<file path="config.mk">
export PLATFORM = sky130hd
export DESIGN_NAME = pc_fetch_unit
export DESIGN_NICKNAME = d
export VERILOG_FILES = /design/src/rtl/pc_fetch_unit.sv
export SDC_FILE = /design/constraint.sdc
export NUM_CORES = 1
export LEC_CHECK = 0
export BUFFER_PORTS_ARGS = -buffer_cell sky130_fd_sc_hd__clkbuf_2
export CORE_UTILIZATION = 49
export DETAILED_ROUTE_END_ITERATION = 16
export HOLD_SLACK_MARGIN = 0.1
export PLACE_DENSITY = 0.87
export SYNTH_ARGS = -nofsm -noshare
export SYNTH_HDL_FRONTEND = slang
export SYNTH_SLANG_ARGS = --single-unit
</file>
<file path="constraint.sdc">
create_clock -name clock -period 3.8 [get_ports clock]
set_input_delay 0 -clock clock [delete_from_list [all_inputs] [get_ports clock]]
set_output_delay 0 -clock clock [all_outputs]
set_load 0.01 [all_outputs]
</file>
<file path="src/rtl/pc_fetch_unit.sv">
// Program counter and next-PC datapath for the single-cycle MIPS core.
// Holds the current PC, forms PC+step / branch / jump targets, and counts non-halted cycles.
module pc_fetch_unit #(
  parameter logic [31:0] RESET_PC = 32'h0040_0000,
  parameter logic [31:0] PC_STEP  = 32'd4
) (
  input  logic        clock,
  input  logic        reset,
  input  logic        halt,
  input  logic        jump,
  input  logic        branch,
  input  logic        zero,
  input  logic        invert_zero,
  input  logic [25:0] instr_index,
  input  logic [15:0] branch_imm,
  output logic [31:0] pc,
  output logic [31:0] pc_plus4,
  output logic [31:0] branch_target,
  output logic [31:0] jump_target,
  output logic [31:0] next_pc,
  output logic        branch_taken,
  output logic [31:0] cycle_count
);

  logic [31:0] branch_off;

  // Word offset: sign-extend then scale by 4, so the result is always word aligned.
  assign branch_off    = {{14{branch_imm[15]}}, branch_imm, 2'b00};
  assign pc_plus4      = pc + PC_STEP;
  assign branch_target = pc_plus4 + branch_off;
  assign jump_target   = {pc_plus4[31:28], instr_index, 2'b00};
  assign branch_taken  = branch & (zero ^ invert_zero);

  // Jump outranks any branch decision.
  always_comb begin
    next_pc = pc_plus4;
    if (jump)              next_pc = jump_target;
    else if (branch_taken) next_pc = branch_target;
  end

  always_ff @(posedge clock or posedge reset) begin
    if (reset) begin
      pc          <= RESET_PC;
      cycle_count <= '0;
    end else if (!halt) begin
      pc          <= next_pc;
      cycle_count <= cycle_count + 32'd1;
    end
  end

endmodule

</file>
[Yosys cells after proc, flatten, opt, wreduce, memory -nomap -nowiden]
Index checks and enable logic that the tools add are counted.
Operators by class
  add/subtract/negate cells: 3
  multiplexer cells: 2
  bitwise operators: 2
Operators by type and width (count)
  $mux 32: 2
  $add 32x1->32 const B: 1
  $add 32x3->32 const B: 1
  $add 32x32->32: 1
  $and 1x1->1: 1
  $xor 1x1->1: 1
Word-level totals
  bits in registers: 64
  input bits: 49
  output and inout bits: 193

[Logic depth before layout (Yosys ltp)]
Gate-level depths: netlist of run 1.
  depth after elaboration: 4
  depth in mapped cells: 18

[Worst setup path after synthesis of run 1]
OpenSTA, ideal clock, no wires.
  path kind: flip-flop to flip-flop
  start point: register pc[8]
  end point: register pc[25]
  data arrival time: 3.678 ns
  data required time: 3.675 ns
  setup slack: -0.003 ns
  cell stages (with the launch flop): 17
  path buffers: 1
  cell sequence: dfrtp_1 > and4_1 > and4_1 > buf_6 > nor2b_1 > nand2_1 > xnor2_1 > ha_1 > a21oi_1 > o21ai_0 > a211o_1 > a31oi_1 > a21oi_1 > a21boi_1 > xnor2_1 > o221a_2 > mux2_2
Between the ends
  word-level cells in the longest chain between the ends: 4
RTL lines
  start: declaration: line 16  | output logic [31:0] pc,
  start signal: assignment: line 46  | pc <= next_pc;
  $add 32x3->32: line 29  | assign pc_plus4 = pc + PC_STEP;
  named net pc_plus4[16]: line 17  | output logic [31:0] pc_plus4,
  $add 32x32->32: line 30  | assign branch_target = pc_plus4 + branch_off;
  named net branch_target[25]: line 18  | output logic [31:0] branch_target,
  $mux 32: line 38  | else if (branch_taken) next_pc = branch_target;
  $mux 32: line 37  | if (jump) next_pc = jump_target;
  named net next_pc[25]: line 20  | output logic [31:0] next_pc,
The timed path passes the listed nets, and every way through them passes these cells.
A chain may end at the register's enable or synchronous reset.

[Worst setup path after layout of run 1]
  start point: register pc[17]
  end point: output port next_pc[26]
Between the ends
  word-level cells in the longest chain between the ends: 4
RTL lines (line)
  $add 32x3->32 (*): 29
  $add 32x32->32: 30
  $mux 32 (*): 38
  $mux 32 (*): 37
  end: declaration: 20
Mark *: on every way between the ends. The rest lies on a longest branch, timed or not.

==> qor.yml, run 1 <==
run_status:
  outcome: "complete, but fails checks"
  violations: "negative setup slack"
finish:
  mostFrequentLayoutCell: "clkbuf_2"
  nNetsFinal: 988
  antenna_cells: 0
  area_growth_syn_to_layout_pct: 38.03
  instances_no_fill: 1047
  layout_common_cells: "clkbuf_2, dfrtp_1, buf_4"
  fillers: 916
  drive_gt1_share_pct: 46.79
sta:
  setup_tns_ns: -0.02001
  worstMarginPinSlew_ns: 0.6126
  rsz0062_at_grt: "true"
  fmax_mhz: 261.8
  period_minus_slack_ns: 3.820
  finClkSkew_ns: 0.007203
  slew_headroom_pct: 59.10
  min_period_over_period_pct: 100.5
  worst_slack_ns: -0.02001
  hold_violations: 0
  slew_violations: 0
  setup_viol: 1
  whs_ns: 0.1087
setup_path:
  cp.required_ns: 3.80
  end_kind: "output pin"
  startpoint_type: "flip-flop"
  arrival_ns: 3.82
  critPathMaxFanout: 7
  ff2ff_setup_slack_ns: 0.16
  critPathKind: "flip-flop to output pin"
drt:
  viasPerCell: 5.585
  drc: 0
  first_pass_iters: 6
  routed_wl_mm: 18.96
  num_vias: 5848
  drt-wirelength-per-cell_um: 18.11
  drtAntennaViolNets: 0
  drtIter0Drc: 384
placed_design:
  place_congestion: 0.9378
  dpl.hpwl_mm: 14.30
  place_inst: 1008
  pre_cts_ws_ns: -0.01745
  io_buffers: 239
floorplanning:
  initial_core_util_pct: 50.13
  die_w_um: 110.1
  ioPinCount: 242
  fp-row-count: 39
  core-area_um2: 11420
  die_area_um2: 12120
  die_y_um: 110.1
clock_tree:
  cts_root_buf: "clkbuf_16"
  cts_max_path_buffers: 2
  cts_tree: "done"
  numCtsBuffers: 9
  cts_sinks: 64
  clock_latency_ns: 0.32
  clk_pin_slew_ns: 0.05
  htreeDepth: 3
grt:
  grt_pass1_vias: 5249
  track_usage_pct: 29.46
  antenna_found_initial: 0
  grt_pass1_wl_mm: 27.01
  grt_max_degree: 44
  gr-total-overflow: 0
logic_synthesis:
  yosys.area_share.adder_pct: 8.656
  synth_compound_area_share_pct: 14.67
  netlist_top_cells_area: "dfrtp_1, xnor2_1, ha_1"
  synth_top_area_cell: "dfrtp_1"
  avgSynthCellArea_um2: 8.986
  yosysWarnings: 0
  synth_flop_cell: "dfrtp_1"
  syn_area_um2: 5724
  async_flop_share_pct: 100.0
  muxShareOfSynthArea_pct: 9.574
  synth-xor-area-share_pct: 13.92
  synth_top_area_share_pct: 27.54
  synthDistinctLibCells: 69
  syn_inst: 637
  ys_ff_latch: 64
  synth-simple-area-share_pct: 17.40
  synth-edff-count: 0
  yosysSeqAreaShare_pct: 28.00
  synth_top_family_by_area: "simple AND/OR/NAND/NOR gates"
power_and_ir_drop:
  ir_worst_vdd_mv: 0.4641
  power_density_nw_per_um2: 658.2
  p_leak_nw: 4.031
job:
  maxCapViolCount: 0
worst_hold_path:
  hold_path_class: "input pin to flip-flop"
critical path: stages, from the launching register on:
cell	delay [ns]
dfrtp_2	0.44
and4_4	0.25
and3_1	0.23
nand3_2	0.15
nor2_4	0.23
xor2_2	0.25
ha_1	0.38
a21o_1	0.21
a21o_1	0.18
a21oi_1	0.27
o21ai_4	0.15
xor2_2	0.19
mux2i_2	0.29
a21oi_2	0.12
clkbuf_2	0.14
logic make-up after synthesis:
family / Yosys count
xor+xnor: 91
mux: 51
compound gates: 118
simple gates: 195
fa+ha+maj: 39
buf+inv: 78
other cells: 1
flops: 64
timing repair:
item                                   4_1_cts  5_1_grt
hold buffers                                 7        0
buffers inserted                             6       11
endpoints found under the hold margin       27        0
setup endpoints to repair                   17       23
resized for setup                           18       52
pin swaps                                    8       26
metrics by stage:
| stage | instance area (um^2) | util [%] | power (W) |
|---|---|---|---|
| 6_report | 7901 | 69.20 | 0.005201 |
| 5_1_grt | 7901 | 69.20 | 0.005513 |
| 4_1_cts | 7538 | 66.02 | 0.004939 |
| 3_5_place_dp | 7063 | 61.86 | 0.004125 |
| 3_3_place_gp | 7063 | 61.86 | 0.004077 |
| 2_1_floorplan | 5736 | - | 0.002879 |
cells in the mapped netlist (3+ instances only):
master	instances
and2_1	7
xor2_1	31
clkbuf_1	10
buf_4	37
mux2_2	30
dfrtp_1	63
o21bai_1	5
and3_1	24
o21ai_0	23
nand4_1	12
nand2b_1	3
nor2b_1	9
o31ai_1	3
nor2_1	37
and4_1	7
xnor2_1	60
mux2i_1	21
a21o_1	15
inv_1	25
ha_1	38
a31oi_1	3
nand2_1	55
a21oi_1	33
nand3_1	30
a211oi_1	3
a32oi_1	3
final cells by class:
class / instances / area (um^2) / area share [%]
clock inverters: 6 / 37.54 / 0.4751
repair buffers: 302 / 1690 / 21.39
well taps: 143 / 178.9 / 2.264
clock buffers: 9 / 225.2 / 2.850
inverters: 27 / 101.3 / 1.283
multi-input cells: 496 / 4061 / 51.40
flip-flops and latches: 64 / 1607 / 20.33
power by group:
part	internal [W]	switching, W
Clock	0.000433	0.000279
Sequential	0.000823	0.000177
Combinational	0.00152	0.00197
final timing paths:
kind	from	to	depth (start not counted)
max	pc[17]$_DFFE_PP0N_	next_pc[26]	14
min reg2reg	cycle_count[11]$_DFFE_PP0N_	cycle_count[11]$_DFFE_PP0N_	1
min	instr_index[1]	pc[3]$_DFFE_PP0N_	4
min in group asynchronous	reset	cycle_count[22]$_DFFE_PP0N_	3
max reg2reg	pc[17]$_DFFE_PP0N_	pc[28]$_DFFE_PP0N_	13
max in group asynchronous	reset	pc[2]$_DFFE_PP0N_	4
per-layer routing:
| layer | global-route usage [%] | vias to the layer above | part of all wire, % |
|---|---|---|---|
| met5 | 0 | - | 0 |
| met4 | 8.476 | 0 | 2.1 |
| met3 | 4.938 | 32 | 7.1 |
| met2 | 48.21 | 251 | 48 |
| met1 | 39.98 | 2821 | 43 |
| li1 | - | 2744 | - |
registers in the layout, summed over array words and instances (netlist names):
name         count
pc              32
cycle_count     32
No activity file was read; power rests on OpenSTA's default activity.
==> inputs of run 2 (changes only) <==
CELL_PAD_IN_SITES_DETAIL_PLACEMENT = 0   (was unset)
CELL_PAD_IN_SITES_GLOBAL_PLACEMENT = 2   (was unset)
CORE_UTILIZATION = 28   (was 49)
==> qor.yml, run 2 (synthesis results as in run 1) <==
sta:
  fmax_mhz: 271.0
  min_period_over_period_pct: 97.10
  period_minus_slack_ns: 3.690
  setup_viol: 0
  worstMarginPinSlew_ns: 0.7596
  rsz0062_at_grt: "true"
  finClkSkew_ns: 0.004641
  slew_headroom_pct: 49.28
  slew_violations: 0
  hold_violations: 0
  worst_slack_ns: 0.1101
power_and_ir_drop:
  p_sw_share_pct: 44.43
  p_int_w: 0.003113
  ir_worst_vdd_mv: 0.2554
  pwr-share-seq_pct: 17.5
  finalPower_w: 0.005601
  power_density_nw_per_um2: 671.5
  comb_power_share_pct: 65.7
  p_sw_w: 0.002488
  p_leak_nw: 4.188
  p_clk_share_pct: 16.7
finish:
  reg_top3: "cycle_count (32), pc (32)"
  layout_common_cells: "clkbuf_2, buf_4, dfrtp_1"
  antenna_cells: 0
  drive_gt1_share_pct: 48.48
  area_growth_syn_to_layout_pct: 45.73
  nNetsFinal: 1007
  mostFrequentLayoutCell: "clkbuf_2"
setup_path:
  critPathCapture: "next_pc[26]"
  r2r_cells: 17
  crit_path_start: "pc[3]$_DFFE_PP0N_"
  arrival_ns: 3.69
  critPathKind: "flip-flop to output pin"
  end_kind: "output pin"
  r2r_end: "pc[18]$_DFFE_PP0N_"
  critPathMaxFanout: 7
  rr_startpoint: "pc[5]$_DFFE_PP0N_"
  startpoint_type: "flip-flop"
  ff2ff_setup_slack_ns: 0.20
  cp.required_ns: 3.80
floorplanning:
  initial_core_util_pct: 28.94
  core-area_um2: 19780
  fp-row-count: 51
  die_w_um: 145.0
  die_y_um: 145.0
  die_area_um2: 21020
  ioPinCount: 242
grt:
  track_usage_pct: 19.28
  grt_max_degree: 35
  gr-total-overflow: 0
  grt_pass1_vias: 5578
  grt_pass1_wl_mm: 31.70
  antenna_found_initial: 0
clock_tree:
  cts_sinks: 64
  htreeDepth: 3
  numCtsBuffers: 9
  cts_tree: "done"
  cts_max_path_buffers: 2
  clock_latency_ns: 0.33
  clk_pin_slew_ns: 0.05
  cts_root_buf: "clkbuf_16"
placed_design:
  pre_cts_ws_ns: 0.05836
  io_buffers: 239
  dpl.hpwl_mm: 16.36
  place_congestion: 0.8471
drt:
  drtAntennaViolNets: 0
  first_pass_iters: 5
  drc: 0
  drtIter0Drc: 220
  routed_wl_mm: 20.48
  num_vias: 5677
  drt-wirelength-per-cell_um: 17.22
  viasPerCell: 4.775
job:
  maxCapViolCount: 0
run_status:
  outcome: "completed"
worst_hold_path:
  hold_path_class: "input pin to flip-flop"
## run 2: cell count changes in the layout (fill, tap and decap cells not counted), sizes merged
cell / previous run / this run
dlygate4sd3: 7 / 10
buf: 56 / 76
inv: 26 / 27
clkbuf: 248 / 246
bufinv: 0 / 3
clkinv: 4 / 2
clkinvlp: 3 / 0
## run 2: metrics by stage
stage	TNS, ns	utilization, %	hold slack (ns)	instance area, um^2	std cells
after floorplan	0	-	0.09177	5736	638
after global placement	0	37.01	0.1648	7321	1144
after detailed placement	0	37.01	0.1718	7321	1144
after CTS	0	40.01	0.1211	7915	1172
after global routing	-0.2289	42.17	0.1579	8342	1189
final	0	42.17	0.1294	8342	1189
## run 2: repair_timing
| item | CTS | global route |
|---|---|---|
| resized for setup | 24 | 67 |
| endpoints found under the hold margin | 40 | 1 |
| hold buffers | 9 | 1 |
| endpoints found under the setup margin | 13 | 26 |
| pin swaps | 4 | 35 |
| gates cloned | 0 | 0 |
| setup buffers | 3 | 16 |
## run 2: power groups by stage
stage	Combinational, W	Clock (W)	Sequential, W
floorplan	0.00183	0	0.00105
global placement	0.00331	0	0.000976
detailed placement	0.00331	0	0.000982
CTS	0.00342	0.000960	0.000975
global route	0.00397	0.000994	0.00101
finish	0.00368	0.000937	0.000983
## run 2: final cells by class
class	count	area, um^2
well taps	265	331.6
multi-input cells	496	4123
clock buffers	11	232.7
fillers	2047	11440
repair buffers	321	1844
clock inverters	5	103.9
flip-flops and latches	64	1605
inverters	27	101.3
## run 2: routing by layer
layer	track usage (%)	vias up	routed length (um)
met4	5.266	0	363
met5	0	-	0
li1	-	2781	-
met1	26.30	2707	9598
met3	2.075	21	841
met2	32.04	168	9678
## run 2: how the worst min path moves through the flow
stage,from,end,slack (ns),cells past startpoint
2_1_floorplan,instr_index[8],jump_target[10],0.09,1
3_3_place_gp,reset,cycle_count[6]$_DFFE_PP0N_,0.16,2
6_report,instr_index[19],pc[21]$_DFFE_PP0N_,0.13,4
3_5_place_dp,reset,cycle_count[6]$_DFFE_PP0N_,0.17,2
4_1_cts,instr_index[19],pc[21]$_DFFE_PP0N_,0.12,4
5_1_grt,instr_index[2],pc[4]$_DFFE_PP0N_,0.16,4
## run 2: worst max-delay path: stages, from the launching register on
cell and delay, ns:
dfrtp_2 0.42, ha_1 0.18, nand3_1 0.13, xnor2_2 0.18, ha_1 0.38, a21oi_1 0.11, o22ai_2 0.21, nor2_1 0.06
buf_4 0.15, o41ai_4 0.35, a31oi_4 0.20, o21ai_4 0.31, xor2_2 0.24, mux2i_4 0.13, a21oi_1 0.14, buf_2 0.15
